`src/rtl/icap_stream_writer.sv`:
```
// icap_stream_writer: buffers a 16-bit write stream in a FIFO and feeds the ICAP port with CE/WRITE sequencing
module icap_stream_writer #(
  parameter int FIFO_AW = 4,
  parameter bit BIT_SWAP = 1'b1
) (
  input  logic        bus_clk,
  input  logic        rst,
  input  logic        user_w_icap_in_wren,
  input  logic [15:0] user_w_icap_in_data,
  output logic        user_w_icap_in_full,
  input  logic        user_w_icap_in_open,
  output logic        icap_ce_n,
  output logic        icap_write_n,
  output logic [15:0] icap_i,
  input  logic        icap_busy,
  output logic [31:0] words_written,
  output logic        overflow,
  output logic        active
);
  localparam int DEPTH = 1 << FIFO_AW;
  typedef enum logic [2:0] {IDLE, ARM, STREAM, DRAIN, DISARM} state_t;
  state_t state, state_nx;
  logic [15:0] mem [DEPTH];
  logic [FIFO_AW-1:0] wr_ptr, rd_ptr;
  logic [FIFO_AW:0] count;
  logic [15:0] head, swapped;
  logic open_q, open_rise, empty, push, pop, drop, accept, ce_nx, write_nx;
  assign user_w_icap_in_full = count[FIFO_AW];
  assign empty = count == '0;
  assign push = user_w_icap_in_wren && !user_w_icap_in_full;
  assign drop = user_w_icap_in_wren && user_w_icap_in_full;
  assign open_rise = user_w_icap_in_open && !open_q;
  assign head = mem[rd_ptr];
  for (genvar i = 0; i < 16; i++) begin : g_swap
    assign swapped[i] = BIT_SWAP ? head[(i / 8) * 8 + 7 - i % 8] : head[i];
  end
  // FIFO storage, written only on accepted pushes
  always_ff @(posedge bus_clk) begin
    if (push) mem[wr_ptr] <= user_w_icap_in_data;
  end
  // next state and CE/WRITE sequencing; STREAM and DRAIN share the data rules
  always_comb begin
    state_nx = state;
    ce_nx = icap_ce_n;
    write_nx = icap_write_n;
    pop = 1'b0;
    accept = (state == STREAM || state == DRAIN) && !icap_ce_n && !icap_busy;
    case (state)
      IDLE: state_nx = empty ? IDLE : ARM;
      ARM: begin
        write_nx = 1'b0;
        state_nx = STREAM;
      end
      STREAM, DRAIN: begin
        pop = !empty && (icap_ce_n || accept);
        ce_nx = !(pop || (!icap_ce_n && !accept));
        state_nx = user_w_icap_in_open ? STREAM : (empty && (icap_ce_n || accept)) ? DISARM : DRAIN;
      end
      DISARM: begin
        write_nx = 1'b1;
        state_nx = IDLE;
      end
      default: state_nx = IDLE;
    endcase
  end
  // registered outputs, FIFO pointers and session statistics
  always_ff @(posedge bus_clk or posedge rst) begin
    if (rst) begin
      state <= IDLE;
      icap_ce_n <= 1'b1;
      icap_write_n <= 1'b1;
      icap_i <= '0;
      active <= 1'b0;
      open_q <= 1'b0;
      wr_ptr <= '0;
      rd_ptr <= '0;
      count <= '0;
      words_written <= '0;
      overflow <= 1'b0;
    end else begin
      state <= state_nx;
      icap_ce_n <= ce_nx;
      icap_write_n <= write_nx;
      if (pop) icap_i <= swapped;
      active <= state_nx != IDLE;
      open_q <= user_w_icap_in_open;
      if (push) wr_ptr <= wr_ptr + 1'b1;
      if (pop) rd_ptr <= rd_ptr + 1'b1;
      count <= count + (FIFO_AW + 1)'(push) - (FIFO_AW + 1)'(pop);
      if (open_rise) words_written <= {31'b0, accept};
      else if (accept && ~&words_written) words_written <= words_written + 32'd1;
      overflow <= open_rise ? drop : overflow || drop;
    end
  end
endmodule

```
`config.mk`:
```
export PLATFORM = sky130hd
export DESIGN_NAME = icap_stream_writer
export DESIGN_NICKNAME = d
export VERILOG_FILES = /design/src/rtl/icap_stream_writer.sv
export SDC_FILE = /design/constraint.sdc
export NUM_CORES = 1
export LEC_CHECK = 0
export ABC_CLOCK_PERIOD_IN_PS = 4600
export CAP_MARGIN = 20
export CORE_MARGIN = 10
export CORE_UTILIZATION = 54
export CTS_CLUSTER_DIAMETER = 40
export DETAILED_ROUTE_END_ITERATION = 8
export PLACE_DENSITY_LB_ADDON = 0.3
export SLEW_MARGIN = 10
export SYNTH_ARGS = -nofsm -noshare
export SYNTH_HDL_FRONTEND = slang
export SYNTH_SLANG_ARGS = --single-unit
```
`constraint.sdc`:
```
create_clock -name bus_clk -period 4.6 [get_ports bus_clk]
set_input_delay 0.92 -clock bus_clk [delete_from_list [all_inputs] [get_ports bus_clk]]
set_output_delay 0.92 -clock bus_clk [all_outputs]
set_load 0.02 [all_outputs]
```
==> impl_results.md <==
- Largest net degree at the start of global routing: 49
- Clk_skew: 0.0117 ns
- Global-route wire length before repair: 43500 um
- Worst-Skew Late Latency: 0.52 ns
- Largest stage delay, worst path: 0.41 ns
- Initial antenna violation count: 0
- Power share of the clock group: 32.8%
- Reported max-cap violation count: 0
- Vias post-DR: 7300
- R2r setup slk: 1.37 ns
- RSZ-0062 raised after global routing: no
- Post-Synthesis Cells: 745
- Setup TNS: 0 ns
- Synthesized area: 0.0132 sq mm
- Seq/Total Area, Yosys: 71.6%
- Sw Share: 29.5%
- Synth cell types: 56
- Initial core utilization: 54.4%
- Crit path buffers/inverters: 4
- H-tree depth: 2
- Post-Route WL: 28000 um
- Syn Nets: 779
- RR Startpoint: count[2]
- Int Pwr: 6400 uW
- Post-CTS setup buffer count: 0
- Core area: 0.0242 sq mm
- Hold depth: 1
- Seq pwr share: 43.2%
- Leakage power figure: 0.00548 uW
- Drc violations: 0
- Seq cells post-synth: 325
- Final hold violation count: 0
- Worst path slowest cell: fa_1
- Slew margin rel.: 28.3%
- Slew Viols, Final: 0
- Clock sink count: 325
- Critical Path Source Type: flop
- HP Class: reg -> reg
- CTS Hold Bufs: 0
- Setup Crit Path Kind: reg -> reg
- Crit path max fanout: 18
- Post-CTS Resized: 0
- CP Cell Sequence: inv_1 -> ha_1 -> nor4b_2 -> nor2_1 -> o21ai_2 -> buf_4 -> clkinv_1 -> ha_1 -> inv_1 -> ha_1 -> fa_1 -> a21oi_1 -> nor2_1 -> nor2_1 -> xnor2_1
- CTS clk-pin slew, worst paths: 0.05 ns
- Fin crit share: 70.3%
- PwrDens: 581 mW/mm^2
- Worst EP required: 5.05 ns
- Overall Global Routing Usage: 18.1%
- Routed len/inst: 23.3 um
- Initial DRC count: 801
- Die area: 0.0310 sq mm
- Total Power: 9090 uW
- Root buffer cell: clkbuf_16
- Crit path from: count[2]
- GRT overflow: 0
- Vias in the first global route: 7501
- Psw: 2690 uW
- FF-to-FF End: count[4]
- Peak Freq: 0.309 GHz
- Port Buffers: 73
- FFs w/ async S/R, synth: 21.2%
- Maximum vdd drop: 401 uV
- Final Setup Violations: 0
- I/O pin cnt: 74
- Area delta synth->final: 19.0%
- Row count: 57
- WP data arrival: 3.68 ns
- Outcome: finished, final reports clean
- Antenna cells: 0
- Placer Congestion: 0.857
- Vias per inst: 6.07
- Layout Nets: 883
- Most common cell after layout, fill and taps aside: edfxtp_1
- Most frequent cells in the layout: 256 x edfxtp_1, 73 x clkdlybuf4s50_1, 64 x mux4_2, 64 x dfrtp_1, 41 x clkbuf_16
- Post-DP HPWL: 17500 um
- Worst-margin pin slew: 1.06 ns
- Worst Min Path Start: state[0]
- Fraction of layout instances using a drive strength above 1: 19.4%
- Clk buf depth: 3
- CTS tree: yes
- YS warnings: 0
- Crit path max-delay family: adder cells
- Antenna viol nets, final: 0
- Register-to-Register Path Depth: 15
- Chip Width: 176 um
- Number of synthesized flops with an enable pin: 256
- CTS Buf Count: 40
- Syn avg cell area: 17.7 sq um
- Drt pass-1 iters: 5
- Worst Hold Path EP: icap_write_n
- Comb power frac: 24.1%
- Main flop type after synthesis: edfxtp_1
- Crit path capture type: flop
- Final critical-path required period: 3.23 ns
- Die height: 176 um
[layout make-up]
cell class / instances / area [sq um]
multi-input combinational: 367 / 3550
fill: 1653 / 8520
clock inverter: 25 / 228
inverter: 18 / 67.6
timing repair buffer: 97 / 936
clock buffer: 46 / 1040
tap: 324 / 405
sequential: 325 / 9420
[power groups by stage]
stage          registers, uW  logic, uW  clock network (uW)
6_report                3920       2190                2980
5_1_grt                 3980       2350                3150
4_1_cts                 3940       2220                3030
3_5_place_dp            3990       2200                   0
3_3_place_gp            4010       2080                   0
2_1_floorplan           3780       1610                   0
[layer usage]
metal	GRT usage, %	part of all wire (%)	vias to the layer above
li1	-	-	3184
met1	24.1	41	3794
met4	6.82	3.1	0
met5	0	0	-
met3	3.08	6.3	60
met2	29.5	49	262
[sequential cells by signal, indices dropped and copies added (netlist names)]
name           count
mem              256
words_written     32
icap_i            16
count              5
rd_ptr             4
wr_ptr             4
state              3
active             1
icap_ce_n          1
icap_write_n       1
open_q             1
overflow           1
[how the worst max path moves through the flow]
stage	to	slack (ns)	cells past startpoint
5_1_grt	count[4]	1.08	15
3_3_place_gp	count[4]	0.96	13
6_report	count[4]	1.37	15
3_5_place_dp	count[4]	0.95	13
2_1_floorplan	mem[3][0]	1.58	4
4_1_cts	count[4]	1.35	15
[synthesized netlist by cell type, drive strengths merged (5+ instances only)]
| master | count | area share (%) |
|---|---|---|
| dfrtp | 67 | 13 |
| ha | 12 | 1.1 |
| nor4 | 6 | 0.49 |
| and4 | 6 | 0.40 |
| nand2b | 6 | 0.29 |
| nand2 | 26 | 0.74 |
| nor2 | 30 | 0.86 |
| a21o | 17 | 0.97 |
| nand3 | 13 | 0.53 |
| buf | 14 | 0.56 |
| or3 | 16 | 0.76 |
| inv | 17 | 0.48 |
| o21ai | 19 | 0.75 |
| xnor2 | 10 | 0.67 |
| a21oi | 25 | 0.95 |
| o31ai | 5 | 0.29 |
| edfxtp | 256 | 58 |
| clkbuf | 21 | 0.60 |
| nor3 | 9 | 0.34 |
| nand4 | 10 | 0.57 |
| or4 | 6 | 0.34 |
| mux2i | 35 | 2.7 |
| o22ai | 16 | 0.76 |
| mux4 | 64 | 11 |
[metrics by stage]
stage	area (sq um)	instances	setup slack, ns	utilization (%)	hold WS [ns]
2_1_floorplan	13200	745	1.58	-	0.426
3_3_place_gp	14400	1130	0.962	59.4	0.435
3_5_place_dp	14400	1131	0.953	59.5	0.462
4_1_cts	15600	1202	1.35	64.7	0.470
5_1_grt	15700	1202	1.08	64.8	0.495
6_report	15700	1202	1.37	64.8	0.464
[kinds of logic after synthesis]
| family | count (synthesis) | synth area share, % |
|---|---|---|
| AO/OA/AOI/OAI | 98 | 4.71 |
| XOR/XNOR | 14 | 0.932 |
| adder cells (fa/ha/maj) | 13 | 1.29 |
| buffers and inverters | 53 | 1.67 |
| flip-flops | 325 | 71.6 |
| multiplexers | 99 | 13.6 |
| AND/OR/NAND/NOR | 143 | 6.22 |
No activity file was read; power rests on OpenSTA's default activity.
